`config.mk`:
```
export PLATFORM = sky130hd
export DESIGN_NAME = noc_switch_allocator_flat
export DESIGN_NICKNAME = d
export VERILOG_FILES = /design/src/rtl/noc_switch_allocator_if.sv /design/src/rtl/noc_switch_allocator.sv /design/src/flat_wrapper.sv
export SDC_FILE = /design/constraint.sdc
export NUM_CORES = 1
export LEC_CHECK = 0
export BUFFER_PORTS_ARGS = -buffer_cell sky130_fd_sc_hd__buf_2
export CORE_ASPECT_RATIO = 0.9
export CORE_MARGIN = 3
export CORE_UTILIZATION = 35
export DETAILED_ROUTE_END_ITERATION = 8
export GPL_TIMING_DRIVEN = 0
export PLACE_DENSITY = 0.56
export SYNTH_ARGS = -nofsm -noshare
export SYNTH_HDL_FRONTEND = slang
export SYNTH_SLANG_ARGS = --single-unit
```
`constraint.sdc`:
```
create_clock -name clk -period 3.95 [get_ports clk]
set_input_delay 0.395 -clock clk [delete_from_list [all_inputs] [get_ports clk]]
set_output_delay 0.395 -clock clk [all_outputs]
set_load 0.01 [all_outputs]
```
`src/rtl/noc_switch_allocator_if.sv`:
```
`default_nettype none
// ============================================================================
//  Module      : noc_switch_allocator_if
//  Description : Request/grant and crossbar-select bundle between the router
//                input stage and the 5x5 switch allocator.
//  Revision    : 1.0  initial release
// ============================================================================
interface noc_switch_allocator_if;
   logic [4:0]  req_i;
   logic [14:0] dest_i;
   logic [4:0]  tail_i;
   logic [4:0]  out_ready_i;
   logic [2:0]  N_port_select;
   logic [2:0]  S_port_select;
   logic [2:0]  E_port_select;
   logic [2:0]  W_port_select;
   logic [2:0]  L_port_select;
   logic [4:0]  gnt_o;
   logic [4:0]  out_valid_o;
   logic        err_o;
   logic        timeout_o;

   modport master (
      output req_i, dest_i, tail_i, out_ready_i,
      input  N_port_select, S_port_select, E_port_select, W_port_select, L_port_select,
      input  gnt_o, out_valid_o, err_o, timeout_o
   );

   modport slave (
      input  req_i, dest_i, tail_i, out_ready_i,
      output N_port_select, S_port_select, E_port_select, W_port_select, L_port_select,
      output gnt_o, out_valid_o, err_o, timeout_o
   );
endinterface
`default_nettype wire

```
`src/rtl/noc_switch_allocator.sv`:
```
`default_nettype none
// ============================================================================
//  Module      : noc_switch_allocator
//  Description : 5x5 crossbar switch allocator, one round-robin arbiter per
//                output, each output locked to one input from head to tail.
//                Optional stall timeout: define SA_LOCK_TIMEOUT_EN.
//  Revision    : 1.0  initial release
// ============================================================================
module noc_switch_allocator #(
   parameter int NUM_PORTS      = 5,
   parameter int TIMEOUT_CYCLES = 64
) (
   input  logic                   clk,
   input  logic                   rst,
   noc_switch_allocator_if.slave  sa
);

   localparam int C_PORTS  = 5;
   localparam bit C_CFG_OK = (NUM_PORTS == C_PORTS) &&
                             (TIMEOUT_CYCLES >= 2) && (TIMEOUT_CYCLES <= 255);

   typedef enum logic [0:0] {
      ST_IDLE   = 1'b0,
      ST_LOCKED = 1'b1
   } state_t;

   logic [2:0]                 w_dest [C_PORTS];
   logic [C_PORTS-1:0]         w_illegal;
   logic [C_PORTS-1:0]         w_xfer_v;
   logic [C_PORTS-1:0]         w_expire_v;
   logic [C_PORTS-1:0][2:0]    w_owner_v;
   logic [C_PORTS-1:0]         w_gnt;
   logic                       err_q;

   always_comb begin
      for (int i = 0; i < C_PORTS; i++) begin
         w_dest[i]    = sa.dest_i[3*i +: 3];
         w_illegal[i] = sa.req_i[i] && ((w_dest[i] > 3'd4) || (w_dest[i] == 3'(i)));
      end
   end

   for (genvar o = 0; o < C_PORTS; o++) begin : g_out
      state_t             state_q, state_d;
      logic [2:0]         owner_q, owner_d;
      logic [2:0]         rr_ptr_q, rr_ptr_d;
      logic [C_PORTS-1:0] w_elig;
      logic [3:0]         w_sum;
      logic [2:0]         w_winner;
      logic               w_found;
      logic               w_xfer;
      logic               w_expire;
      logic [2:0]         w_next_ptr;

      // A request aimed at this output is legal only from another port.
      always_comb begin
         for (int i = 0; i < C_PORTS; i++) begin
            w_elig[i] = sa.req_i[i] && (w_dest[i] == 3'(o)) && (i != o);
         end
      end

      always_comb begin
         w_found  = 1'b0;
         w_winner = owner_q;
         w_sum    = '0;
         for (int k = 0; k < C_PORTS; k++) begin
            w_sum = {1'b0, rr_ptr_q} + 4'(k);
            if (w_sum >= 4'd5) begin
               w_sum = w_sum - 4'd5;
            end
            if (!w_found && w_elig[w_sum[2:0]]) begin
               w_found  = 1'b1;
               w_winner = w_sum[2:0];
            end
         end
      end

      assign w_xfer = !rst && (state_q == ST_LOCKED) && sa.req_i[owner_q] &&
                      (w_dest[owner_q] == 3'(o)) && sa.out_ready_i[o];

      assign w_next_ptr = (owner_q == 3'd4) ? 3'd0 : owner_q + 3'd1;

`ifdef SA_LOCK_TIMEOUT_EN
      logic [7:0] stall_q, stall_d;

      always_comb begin
         stall_d  = '0;
         w_expire = 1'b0;
         if (state_q == ST_LOCKED && !w_xfer) begin
            if (stall_q == 8'(TIMEOUT_CYCLES - 1)) begin
               w_expire = 1'b1;
            end else begin
               stall_d = stall_q + 8'd1;
            end
         end
      end

      always_ff @(posedge clk) begin
         if (rst) begin
            stall_q <= '0;
         end else begin
            stall_q <= stall_d;
         end
      end
`else
      assign w_expire = 1'b0;
`endif

      always_comb begin
         state_d  = state_q;
         owner_d  = owner_q;
         rr_ptr_d = rr_ptr_q;
         case (state_q)
            ST_IDLE: begin
               if (w_found) begin
                  state_d = ST_LOCKED;
                  owner_d = w_winner;
               end
            end
            ST_LOCKED: begin
               if ((w_xfer && sa.tail_i[owner_q]) || w_expire) begin
                  state_d  = ST_IDLE;
                  rr_ptr_d = w_next_ptr;
               end
            end
            default: state_d = ST_IDLE;
         endcase
      end

      // Owner resets to the output's own index so every select is defined.
      always_ff @(posedge clk) begin
         if (rst) begin
            state_q  <= ST_IDLE;
            owner_q  <= 3'(o);
            rr_ptr_q <= '0;
         end else begin
            state_q  <= state_d;
            owner_q  <= owner_d;
            rr_ptr_q <= rr_ptr_d;
         end
      end

      assign w_xfer_v[o]   = w_xfer;
      assign w_expire_v[o] = w_expire;
      assign w_owner_v[o]  = owner_q;
   end

   always_comb begin
      w_gnt = '0;
      for (int o = 0; o < C_PORTS; o++) begin
         if (w_xfer_v[o]) begin
            w_gnt[w_owner_v[o]] = 1'b1;
         end
      end
   end

   always_ff @(posedge clk) begin
      if (rst) begin
         err_q <= 1'b0;
      end else begin
         err_q <= |w_illegal;
      end
   end

`ifdef SA_LOCK_TIMEOUT_EN
   logic timeout_q;

   always_ff @(posedge clk) begin
      if (rst) begin
         timeout_q <= 1'b0;
      end else begin
         timeout_q <= |w_expire_v;
      end
   end

   assign sa.timeout_o = timeout_q;
`else
   assign sa.timeout_o = 1'b0;
`endif

   assign sa.N_port_select = w_owner_v[0];
   assign sa.S_port_select = w_owner_v[1];
   assign sa.E_port_select = w_owner_v[2];
   assign sa.W_port_select = w_owner_v[3];
   assign sa.L_port_select = w_owner_v[4];
   assign sa.gnt_o         = w_gnt;
   assign sa.out_valid_o   = w_xfer_v;
   assign sa.err_o         = err_q;

   a_cfg   : assert property (@(posedge clk) C_CFG_OK);
   a_grant : assert property (@(posedge clk) $countones(w_gnt) == $countones(w_xfer_v));

endmodule
`default_nettype wire

```
`src/flat_wrapper.sv`:
```
// flat-port wrapper written by rule: the top's interface ports become plain ports
module noc_switch_allocator_flat 
#(
   parameter int NUM_PORTS      = 5,
   parameter int TIMEOUT_CYCLES = 64
)
  (clk, rst, sa_req_i, sa_dest_i, sa_tail_i, sa_out_ready_i, sa_N_port_select, sa_S_port_select, sa_E_port_select, sa_W_port_select, sa_L_port_select, sa_gnt_o, sa_out_valid_o, sa_err_o, sa_timeout_o);
  noc_switch_allocator_if sa_i ();
  input  logic clk;
  input  logic rst;
  input wire logic [$bits(sa_i.req_i)-1:0] sa_req_i;
  input wire logic [$bits(sa_i.dest_i)-1:0] sa_dest_i;
  input wire logic [$bits(sa_i.tail_i)-1:0] sa_tail_i;
  input wire logic [$bits(sa_i.out_ready_i)-1:0] sa_out_ready_i;
  output wire logic [$bits(sa_i.N_port_select)-1:0] sa_N_port_select;
  output wire logic [$bits(sa_i.S_port_select)-1:0] sa_S_port_select;
  output wire logic [$bits(sa_i.E_port_select)-1:0] sa_E_port_select;
  output wire logic [$bits(sa_i.W_port_select)-1:0] sa_W_port_select;
  output wire logic [$bits(sa_i.L_port_select)-1:0] sa_L_port_select;
  output wire logic [$bits(sa_i.gnt_o)-1:0] sa_gnt_o;
  output wire logic [$bits(sa_i.out_valid_o)-1:0] sa_out_valid_o;
  output wire logic [$bits(sa_i.err_o)-1:0] sa_err_o;
  output wire logic [$bits(sa_i.timeout_o)-1:0] sa_timeout_o;
  assign sa_i.req_i = sa_req_i;
  assign sa_i.dest_i = sa_dest_i;
  assign sa_i.tail_i = sa_tail_i;
  assign sa_i.out_ready_i = sa_out_ready_i;
  assign sa_N_port_select = sa_i.N_port_select;
  assign sa_S_port_select = sa_i.S_port_select;
  assign sa_E_port_select = sa_i.E_port_select;
  assign sa_W_port_select = sa_i.W_port_select;
  assign sa_L_port_select = sa_i.L_port_select;
  assign sa_gnt_o = sa_i.gnt_o;
  assign sa_out_valid_o = sa_i.out_valid_o;
  assign sa_err_o = sa_i.err_o;
  assign sa_timeout_o = sa_i.timeout_o;
  noc_switch_allocator #(.NUM_PORTS(NUM_PORTS), .TIMEOUT_CYCLES(TIMEOUT_CYCLES)) u_core (.clk(clk), .rst(rst), .sa(sa_i));
endmodule
```
=== After elaboration in Yosys (flattened, before gate mapping) ===
Index checks and enable logic that the tools add are counted.

* Bitwise operators: 14
* Muxes and demuxes: 195
* Reduce and logical (&&, ||, !) cells: 123
* Equal/unequal tests: 29
* $add $sub $neg: 50
* $lt $le $gt $ge: 70

{| class="wikitable"
|+ Operator list
! cell !! number
|-
| 3-bit 2-to-1 mux || 65
|-
| 3-bit by 4-bit less-than comparator with 1-bit output (second input constant) || 30
|-
| 1-bit binary-select mux with 3-bit select || 35
|-
| 4-bit by 3-bit >= comparator with 1-bit output (second input constant) || 20
|-
| 1-bit logical AND || 75
|-
| 1-bit 2-to-1 mux || 75
|-
| 3-bit subtractor (second input constant) || 25
|-
| 3-bit binary-select mux with 3-bit select || 5
|-
| 3-bit by 2-bit adder with 4-bit output (second input constant) || 10
|-
| 3-bit by 2-bit equality test with 1-bit output (second input constant) || 12
|-
| 3-bit equality test (second input constant) || 11
|-
| 5-bit 2-to-1 mux || 5
|-
| 5-bit nonzero test || 5
|-
| 1-bit logical NOT || 21
|-
| 3-bit by 1-bit adder with 4-bit output (second input constant) || 5
|-
| 3-bit by 3-bit adder with 4-bit output (second input constant) || 5
|-
| 4-bit >= comparator (second input constant) || 5
|-
| 3-bit inverter with 4-bit output || 5
|-
| 5-bit bitwise OR || 4
|-
| 3-bit by 1-bit equality test with 1-bit output (second input constant) || 6
|-
| 3-bit logical NOT || 6
|-
| 3-bit by 1-bit adder with 3-bit output (second input constant) || 5
|-
| 1-bit demux with 3-bit select || 5
|-
| 3-bit by 1-bit >= comparator with 1-bit output (second input constant) || 5
|-
| 8 further kinds || 36
|}

* Bits in registers: 36
* Word-level logic and storage cells: 497

=== Depth between registers and ports, before layout ===
Gate-level depths: netlist of run 1.

* Depth after elaboration: 19
* Gate-level depth with buffers: 15

=== Worst setup path after synthesis of run 1 ===
No wires, ideal clock.

* Path kind: flip-flop to flip-flop
* Start point: register u_core.g_out[0].rr_ptr_q[0]
* End point: register u_core.g_out[0].owner_q[2] (netlist: u_core.sa.N_port_select[2])
* Slack: 0.639 ns
* Buffers on the path: 2
* Required time: 3.822 ns
* Arrival: 3.183 ns
* Clock period less this slack: 3.311 ns
* Cell stages (with the launch flop): 14
* Library setup time: 0.128 ns
* Cell sequence: dfxtp_1 clkbuf_1 buf_2 inv_1 ha_1 and3b_1 o31ai_1 xnor2_1 mux2_2 a22oi_4 nand2_2 or4_1 o211ai_1 a211oi_1

* Longest elaborated chain between the ends: 18

{| class="wikitable"
|+ RTL lines
! item !! RTL line !! source
|-
| start: declaration || noc_switch_allocator.sv:45 || <nowiki>logic [2:0] rr_ptr_q, rr_ptr_d;</nowiki>
|-
| start signal: assignment || noc_switch_allocator.sv:138 || <nowiki>rr_ptr_q <= rr_ptr_d;</nowiki>
|-
| parallel branches: the longest is 18 deep, another holds 3-bit by 1-bit adder with 4-bit output || - ||
|-
| end signal: assignment || noc_switch_allocator.sv:133 || <nowiki>owner_q <= 3'(o);</nowiki>
|-
| end signal: assignment || noc_switch_allocator.sv:137 || <nowiki>owner_q <= owner_d;</nowiki>
|-
| end: declaration || noc_switch_allocator.sv:44 || <nowiki>logic [2:0] owner_q, owner_d;</nowiki>
|}

Several ways; the timed one is not identified. The select of a mux whose other input is x is not followed.
A chain may end at the register's enable or synchronous reset.

=== Worst setup path in the final report of run 1 ===
* Start point: register u_core.g_out[0].rr_ptr_q[0]
* End point: register u_core.g_out[0].owner_q[1] (netlist: u_core.sa.N_port_select[1])

Same word-level chain as after synthesis.

==> impl_metrics.py, run 1 <==
metrics = {
    "outcome": {
        "status": "completed",
    },
    "clock_network": {
        "cts.sinks": 36,
        "root_buffer": "clkbuf_16",
        "ctsHtreeMaxLevel": 2,
        "clock_latency_ps": 290,
        "cts_buffer_depth": 2,
        "cts_tree": "built",
        "hold_buffers": 0,
        "cts_buffers": 5,
        "clk_pin_slew_worst_paths_ps": 60,
    },
    "drt": {
        "drt_wl_total_um": 25620,
        "drtIter0Drc": 764,
        "remaining_drc_errors": 0,
        "num_vias": 8120,
        "top_layer_used": "met4",
        "via_per_inst": 5.953,
        "wl_met2_um": 11060,
        "antenna_left": 0,
        "met1Wirelength_um": 12240,
        "first_pass_iters": 7,
        "wl_per_cell_um": 18.78,
        "wl_met3_um": 1711,
    },
    "power_and_ir_drop": {
        "p_per_area_nw_per_um2": 156.9,
        "p_int_uw": 829.2,
        "power.leakage_uw": 0.003239,
        "swShare_pct": 35.47,
        "power_frac_clock_pct": 36.8,
        "p_seq_share_pct": 32.1,
        "switching_power_uw": 455.9,
        "ir_worst_vdd_mv": 0.1350,
        "comb_power_share_pct": 31.2,
    },
    "layout": {
        "layout.nets": 1171,
        "fin_util_pct": 40.35,
        "drive_gt1_share_pct": 12.64,
        "antennaDiodeCount": 0,
        "stdcell_area_um2": 8188,
        "area_growth_pct": 11.20,
    },
    "place": {
        "port_buffers": 48,
        "postPlaceCellArea_um2": 7954,
        "gp_congestion": 0.9545,
        "hpwl_um": 19630,
        "dp_slack_ps": 19.84,
    },
    "floorplanning": {
        "die_x_um": 158.9,
        "core_region_area_um2": 20290,
        "die_area_um2": 22820,
        "initial_utilization_pct": 36.28,
        "fp.dieH_um": 143.6,
        "fp-row-count": 49,
        "io_pins": 59,
    },
    "timing": {
        "tightestPinTransition_ps": 972.6,
        "post-route-period-util_pct": 95.07,
        "finalCriticalPeriod_ps": 3755,
        "setup_viol": 0,
        "slew_headroom_pct": 34.56,
        "final_max_slew_viol_count": 0,
        "finalHoldViolCount": 0,
        "clock_skew_ps": 7.971,
        "worst_slack_ps": 194.9,
        "setup_tns_ps": 0,
        "fmax_ghz": 0.2663,
        "rsz0062_at_grt": "yes",
    },
    "run": {
        "cap_viol_max_count": 0,
    },
    "logic_synthesis": {
        "synth.largest_area_cell": "dfxtp_1",
        "ys_async_sr_fraction_pct": 0,
        "avgSynthCellArea_um2": 7.163,
        "synth_warnings": 0,
        "synth_cells": 1028,
        "synth_common_cells": "nor2_1 (104), a21oi_1 (73), nand2_1 (66), mux2i_1 (61), inv_1 (52)",
        "yosysTopAreaCellShare_pct": 9.788,
        "yosys.cell_types.count": 104,
        "synthesis.nets": 1116,
        "synth_ff_type": "dfxtp_1",
        "ys_seq_area_share_pct": 9.788,
        "synth_edf_count": 0,
        "yosysMostFrequentCell": "nor2_1",
        "ys_ff_latch": 36,
        "synth_area_leaders": "dfxtp_1 (9.8%), ha_1 (8.7%), mux2i_1 (8.3%)",
        "syn-cell-area_um2": 7363,
    },
    "grt": {
        "grt_max_degree": 12,
        "track_usage_pct": 21.69,
        "grt_antenna_before_repair": 0,
        "grt_pass1_vias": 7405,
        "grt_overflow_total": 0,
        "grt_pass1_wl_um": 40610,
    },
    "worst_setup_path": {
        "crit_fanout": 10,
        "cp-end-kind": "register",
        "cp-start-kind": "register",
        "cp.required_ps": 4190,
        "worstPathArrival_ps": 3990,
        "setup.worst_path.class": "reg -> reg",
    },
    "hold_path": {
        "hold_path.class": "in -> reg",
    },
}
## cell type report
| cell class | instances | area [um^2] |
|---|---|---|
| clock buffers | 6 | 128.9 |
| inverters | 57 | 217.7 |
| flip-flops and latches | 36 | 721.9 |
| clock inverters | 2 | 35.03 |
| well taps | 280 | 350.3 |
| plain buffers | 66 | 292.8 |
| multi-input cells | 868 | 6193 |
| repair buffers | 49 | 247.7 |
| fillers | 2122 | 12110 |
## placed cells by master, fill, tap and decap left out, types with 8 or more instances in the layout
cell type,count
or2_2,10
nor2b_1,12
o22ai_1,19
buf_4,8
xnor2_1,20
dfxtp_1,35
nand2_1,66
a2bb2oi_1,8
inv_1,52
ha_1,51
nor2_1,104
a211oi_1,24
and3_1,13
o211ai_1,13
o21a_1,10
mux2_2,11
a31oi_1,16
a21o_1,9
or3_1,13
o21ai_0,46
a21oi_1,72
clkbuf_1,46
buf_2,59
nand3_1,29
nor4_1,12
nand2b_1,17
nor3_1,33
mux2i_1,61
## registers in the layout, indices dropped and copies added, names as in the netlist
name and flops:
u_core.g_out.rr_ptr_q 15, u_core.g_out.state_q 5, u_core.sa.E_port_select 3, u_core.sa.L_port_select 3
u_core.sa.N_port_select 3, u_core.sa.S_port_select 3, u_core.sa.W_port_select 3, u_core.sa.err_o 1
## power by group through the flow
stage | clock network [uW] | registers, uW | logic (uW)
after CTS | 481 | 411 | 393
after global routing | 493 | 414 | 438
final | 473 | 412 | 400
after detailed placement | 0 | 419 | 391
after global placement | 0 | 420 | 389
after floorplan | 0 | 415 | 260
## routing by layer
layer,vias to the layer above,global-route usage (%)
met4,0,5.758
met1,3820,30.99
met3,40,3.228
li1,3989,-
met5,-,0
met2,271,34.29
## worst paths after layout
| check | from | end | slack [ps] | cells after the start |
|---|---|---|---|---|
| setup / recovery | u_core.g_out[0].rr_ptr_q[0]$_SDFFE_PP0P_ | u_core.sa.N_port_select[1]$_SDFFE_PP0P_ | 190 | 13 |
| hold / removal | sa_req_i[2] | u_core.sa.err_o$_SDFF_PP0_ | 520 | 3 |
| setup reg to reg | u_core.g_out[0].rr_ptr_q[0]$_SDFFE_PP0P_ | u_core.sa.N_port_select[1]$_SDFFE_PP0P_ | 190 | 13 |
| hold reg to reg | u_core.g_out[4].state_q$_SDFF_PP0_ | u_core.sa.L_port_select[0]$_SDFFE_PP0P_ | 560 | 2 |
## critical path: stages, from the launching register on
cell       delay (ps)
dfxtp_1           400
clkbuf_1          270
clkbuf_4          280
inv_1             110
ha_1              220
and3b_1           180
o31ai_1           290
xnor2_1           260
mux2_2            420
a22oi_4           290
nand2_2           120
a22o_1            220
a2111oi_1         430
o21a_1            200
## metrics by stage
step / cells / hold slack, ps / power (uW)
CTS: 1364 / 501.4 / 1285
floorplan: 1028 / 493.5 / 675.5
global placement: 1356 / 537.2 / 808.3
detailed placement: 1356 / 540.9 / 810.0
global route: 1364 / 538.1 / 1346
finish: 1364 / 522.9 / 1285
## logic make-up after synthesis
kind of cell / count (synthesis) / synth area share [%]
other cells: 1 / 0.05093
compound gates: 327 / 31.18
flops: 36 / 9.788
simple gates: 381 / 27.78
mux: 76 / 11.05
fa+ha+maj: 58 / 10.30
buf+inv: 124 / 6.882
xor+xnor: 25 / 2.974
## timing repair
action | CTS | global route
endpoints found under the setup margin | 0 | 15
gates resized for setup | 0 | 18
setup buffers | 0 | 1
Note: power is estimated with default switching activity, not from simulation.
==> run 2: changes to the inputs <==
--- a/config.mk
+++ b/config.mk
@@ -6,7 +6,7 @@
 export NUM_CORES = 1
 export LEC_CHECK = 0
 export BUFFER_PORTS_ARGS = -buffer_cell sky130_fd_sc_hd__buf_2
-export CORE_ASPECT_RATIO = 0.9
+export CORE_ASPECT_RATIO = 1.75
 export CORE_MARGIN = 3
 export CORE_UTILIZATION = 35
 export DETAILED_ROUTE_END_ITERATION = 8
==> impl_metrics.py, run 2 (synthesized netlist as in run 1, its figures left out) <==
metrics = {
    "timing": {
        "tightestPinTransition_ps": 1035,
        "slew_headroom_pct": 30.38,
        "post-route-period-util_pct": 94.41,
        "setup_viol": 0,
        "finalHoldViolCount": 0,
        "setup_tns_ps": 0,
        "clock_skew_ps": 4.408,
        "final_max_slew_viol_count": 0,
        "rsz0062_at_grt": "no",
        "fmax_ghz": 0.2681,
        "finalCriticalPeriod_ps": 3729,
    },
    "worst_setup_path": {
        "r2r_setup_slack_ps": 220,
        "critPathBufInv": 3,
        "cpPeakStageDelay_ps": 540,
        "rr_startpoint": "u_core.g_out[0].rr_ptr_q[0]$_SDFFE_PP0P_",
        "cpMaxStageDelayCell": "or4_1",
        "cp_cell_sequence": "clkbuf_2, buf_2, inv_1, ha_1, and3b_1, o31ai_1, xnor2_2, mux2_2, a22oi_4, nand2_2, or4_1, o211ai_1, a211oi_1",
        "worstSetupStartpoint": "u_core.g_out[0].rr_ptr_q[0]$_SDFFE_PP0P_",
        "crit_fanout": 10,
        "critPathTopFamily": "simple AND/OR/NAND/NOR gates",
        "setup.worst_path.class": "reg -> reg",
        "worstPathArrival_ps": 3900,
        "cp-start-kind": "register",
        "cp-end-kind": "register",
        "cp.required_ps": 4120,
    },
    "grt": {
        "track_usage_pct": 23.16,
        "grt_antenna_before_repair": 0,
        "grt_overflow_total": 0,
        "grt_max_degree": 12,
        "grt_pass1_vias": 8049,
        "grt_pass1_wl_um": 42680,
    },
    "drt": {
        "via_per_inst": 6.155,
        "num_vias": 8199,
        "antenna_left": 0,
        "drtIter0Drc": 663,
        "first_pass_iters": 5,
        "remaining_drc_errors": 0,
        "drt_wl_total_um": 26990,
        "wl_per_cell_um": 20.26,
    },
    "floorplanning": {
        "core_region_area_um2": 20460,
        "io_pins": 59,
        "fp-row-count": 69,
        "fp.dieH_um": 197.9,
        "die_area_um2": 22880,
        "die_x_um": 115.6,
        "initial_utilization_pct": 35.99,
    },
    "clock_network": {
        "cts_buffer_depth": 2,
        "root_buffer": "clkbuf_16",
        "ctsHtreeMaxLevel": 2,
        "cts_buffers": 5,
        "clock_latency_ps": 290,
        "cts_tree": "built",
        "clk_pin_slew_worst_paths_ps": 60,
        "hold_buffers": 0,
        "cts.sinks": 36,
    },
    "place": {
        "postPlaceCellArea_um2": 7914,
        "dp_cells": 1324,
        "gp_congestion": 0.9614,
        "hpwl_um": 21300,
        "port_buffers": 48,
    },
    "power_and_ir_drop": {
        "switching_power_uw": 459.7,
        "swShare_pct": 35.65,
        "ir_worst_vdd_mv": 0.1393,
        "p_seq_share_pct": 31.9,
        "power_frac_clock_pct": 36.9,
        "comb_power_share_pct": 31.2,
        "power.leakage_uw": 0.003241,
        "p_per_area_nw_per_um2": 158.1,
        "p_int_uw": 829.6,
        "power_uw": 1289,
    },
    "layout": {
        "reg.largest.list": "u_core.g_out.rr_ptr_q (15), u_core.g_out.state_q (5)",
        "layout_commonest_cell": "nor2_1",
        "drive_gt1_share_pct": 12.92,
        "fillers": 2196,
        "antennaDiodeCount": 0,
        "layout.nets": 1171,
        "top_register": "u_core.g_out.rr_ptr_q",
        "stdcell_area_um2": 8155,
        "area_growth_pct": 10.76,
        "layout_common_cells": "nor2_1 (104), a21oi_1 (72), nand2_1 (66)",
        "stdcell_count": 1332,
        "largest_reg_flops": 15,
    },
    "hold_path": {
        "hold_path.class": "in -> reg",
        "hp-start": "sa_req_i[2]",
    },
    "outcome": {
        "status": "completed",
    },
    "run": {
        "cap_viol_max_count": 0,
    },
}
run 2: cell count changes in the layout (fill, tap and decap cells not counted), sizes merged:
cell / delta
buf: +1
clkbuf: -1
clkinv: +1
clkinvlp: -1
run 2: final timing paths:
kind                                                                end  cells after the start
worst max-delay path            u_core.sa.N_port_select[2]$_SDFFE_PP0P_                     13
worst max register to register  u_core.sa.N_port_select[2]$_SDFFE_PP0P_                     13
worst min-delay path                         u_core.sa.err_o$_SDFF_PP0_                      3
worst min register to register       u_core.g_out[1].state_q$_SDFF_PP0_                      2
run 2: repair_timing:
item                       in CTS  in global routing
setup endpoints to repair       3                 12
setup buffers                   0                  1
resized for setup               4                 16
pin swaps                       0                  1
hold endpoints to repair        0                  0
run 2: area by class of cell:
cell class	count	area, um^2	share of cell area (%)
buffer	66	291.5	3.575
clock inverter	2	35.03	0.4296
sequential	36	723.2	8.868
inverter	57	214.0	2.624
timing repair buffer	49	247.7	3.038
tap	248	310.3	3.805
clock buffer	6	128.9	1.580
multi-input combinational	868	6205	76.08
run 2: power groups by stage:
stage,clock network (uW),registers (uW),logic (uW)
after floorplan,0,415,260
after global placement,0,419,393
after detailed placement,0,419,393
after CTS,480,411,396
after global routing,494,414,440
final,476,411,402
run 2: per-stage QoR:
step           utilization [%]  setup WS, ps  hold WS, ps
4_1_cts                  39.52         62.84        484.5
3_3_place_gp             38.68        -145.2        527.9
2_1_floorplan                -         639.1        493.5
6_report                 39.86         220.6        494.6
3_5_place_dp             38.68        -169.2        533.7
5_1_grt                  39.86         28.35        515.5
run 2: tightest hold or removal path, stage by stage:
cell	delay [ps]
buf_2	180
nand2_1	80
a31oi_1	70
run 2: metal layers:
layer  vias to the layer above  track usage (%)  wire [um]
met4                         0            9.032       1036
met2                       274            44.91      14650
met5                         -                0          0
met1                      3872            25.30      10060
met3                        70            1.927       1236
li1                       3983                -          -
==> run 3: changes to the inputs <==
--- a/config.mk
+++ b/config.mk
@@ -9,6 +9,7 @@
 export CORE_ASPECT_RATIO = 1.75
 export CORE_MARGIN = 3
 export CORE_UTILIZATION = 35
+export CTS_BUF_LIST = sky130_fd_sc_hd__clkbuf_8
 export DETAILED_ROUTE_END_ITERATION = 8
 export GPL_TIMING_DRIVEN = 0
 export PLACE_DENSITY = 0.56
==> impl_metrics.py, run 3 (synthesized netlist as in run 1, its figures left out) <==
metrics = {
    "worst_setup_path": {
        "crit_fanout": 10,
        "cp.required_ps": 4130,
        "cp-start-kind": "register",
        "cpMaxStageDelayCell": "or4_1",
        "cp-end-kind": "register",
        "setup.worst_path.class": "reg -> reg",
        "r2r_setup_slack_ps": 200,
        "cp_cell_sequence": "clkbuf_2, buf_2, inv_1, ha_1, and3b_1, o31ai_1, xnor2_2, mux2_2, a22oi_4, nand2_2, or4_1, o211ai_1, a211oi_1",
        "worstPathArrival_ps": 3930,
        "rr_startpoint": "u_core.g_out[0].rr_ptr_q[0]$_SDFFE_PP0P_",
        "critPathBufInv": 3,
        "worstSetupStartpoint": "u_core.g_out[0].rr_ptr_q[0]$_SDFFE_PP0P_",
        "cpPeakStageDelay_ps": 540,
        "critPathTopFamily": "simple AND/OR/NAND/NOR gates",
    },
    "floorplanning": {
        "fp-row-count": 69,
        "die_area_um2": 22880,
        "io_pins": 59,
        "fp.dieH_um": 197.9,
        "die_x_um": 115.6,
        "initial_utilization_pct": 35.99,
        "core_region_area_um2": 20460,
    },
    "power_and_ir_drop": {
        "p_per_area_nw_per_um2": 143.7,
        "power.leakage_uw": 0.003220,
        "ir_worst_vdd_mv": 0.09032,
    },
    "layout": {
        "stdcell_area_um2": 8099,
        "reg.largest.list": "u_core.g_out.rr_ptr_q (15), u_core.g_out.state_q (5)",
        "layout_commonest_cell": "nor2_1",
        "area_growth_pct": 9.992,
        "drive_gt1_share_pct": 12.92,
        "top_register": "u_core.g_out.rr_ptr_q",
        "fillers": 2208,
        "largest_reg_flops": 15,
        "antennaDiodeCount": 0,
        "layout.nets": 1171,
        "layout_common_cells": "nor2_1 (104), a21oi_1 (72), nand2_1 (66)",
        "stdcell_count": 1332,
        "fin_util_pct": 39.58,
    },
    "drt": {
        "drt_wl_total_um": 26940,
        "num_vias": 8181,
        "remaining_drc_errors": 0,
        "wl_per_cell_um": 20.22,
        "drtIter0Drc": 730,
        "via_per_inst": 6.142,
        "antenna_left": 0,
        "first_pass_iters": 6,
    },
    "place": {
        "hpwl_um": 21300,
        "port_buffers": 48,
        "dp_slack_ps": -169.2,
        "dp_cells": 1324,
        "postPlaceCellArea_um2": 7914,
        "gp_congestion": 0.9614,
    },
    "timing": {
        "finalHoldViolCount": 0,
        "fmax_ghz": 0.2665,
        "setup_tns_ps": 0,
        "finalCriticalPeriod_ps": 3752,
        "clock_skew_ps": 14.43,
        "setup_viol": 0,
        "post-route-period-util_pct": 95.00,
        "tightestPinTransition_ps": 1049,
        "final_max_slew_viol_count": 0,
        "slew_headroom_pct": 29.43,
        "rsz0062_at_grt": "no",
        "worst_slack_ps": 197.7,
    },
    "clock_network": {
        "hold_buffers": 0,
        "clock_latency_ps": 310,
        "root_buffer": "clkbuf_8",
        "cts_tree": "built",
        "cts_buffers": 5,
        "ctsHtreeMaxLevel": 2,
        "cts_buffer_depth": 2,
        "clk_pin_slew_worst_paths_ps": 90,
        "cts.sinks": 36,
    },
    "grt": {
        "grt_antenna_before_repair": 0,
        "grt_pass1_vias": 8027,
        "grt_max_degree": 12,
        "grt_pass1_wl_um": 42500,
        "track_usage_pct": 23.05,
        "grt_overflow_total": 0,
    },
    "run": {
        "cap_viol_max_count": 0,
    },
    "hold_path": {
        "hp-start": "sa_req_i[2]",
        "hold_path.class": "in -> reg",
    },
    "outcome": {
        "status": "completed",
    },
}
[run 3: changes by cell type in the layout (fill, tap and decap cells not counted), sizes merged]
cell    delta
clkbuf     -1
inv        +1
[run 3: final timing paths]
path                                        endpoint  cells past startpoint
max          u_core.sa.N_port_select[2]$_SDFFE_PP0P_                     13
min                       u_core.sa.err_o$_SDFF_PP0_                      3
max reg2reg  u_core.sa.N_port_select[2]$_SDFFE_PP0P_                     13
min reg2reg       u_core.g_out[1].state_q$_SDFF_PP0_                      2
[run 3: metrics by stage]
step | power, uW | hold slack (ps)
after floorplan | 675.5 | 493.5
after global placement | 812.0 | 527.9
after detailed placement | 812.0 | 533.7
after CTS | 1160 | 458.8
after global routing | 1220 | 491.1
final | 1164 | 468.0
[run 3: worst min-delay path, stage by stage]
cell     delay (ps)
buf_2           180
nand2_1          80
a31oi_1          70
[run 3: power by group]
group          switching (uW)  internal [uW]  leakage, uW
Sequential               28.9            382     0.000295
Clock                     166            185    0.0000593
Combinational             253            149      0.00287
Total                     447            717      0.00322
[run 3: final cells by class]
type / instances / area, um^2 / area share (%)
clock buffer: 5 / 68.82 / 0.8497
sequential: 36 / 723.2 / 8.929
inverter: 57 / 214.0 / 2.642
clock inverter: 3 / 38.79 / 0.4789
buffer: 66 / 291.5 / 3.600
timing repair buffer: 49 / 247.7 / 3.059
tap: 248 / 310.3 / 3.831
multi-input combinational: 868 / 6205 / 76.61
[run 3: metal layers]
layer / vias up / global-route usage, % / share of wire [%]
met5: - / 0 / 0
met4: 0 / 8.516 / 3.2
met3: 59 / 1.621 / 4.2
met2: 241 / 45.04 / 55
met1: 3897 / 25.26 / 38
li1: 3984 / - / -
[run 3: timing repair]
item	4_1_cts	5_1_grt
endpoints found under the setup margin	3	12
buffers inserted	0	1
hold endpoints to repair	0	0
pin swaps	0	1
gates resized for setup	4	16
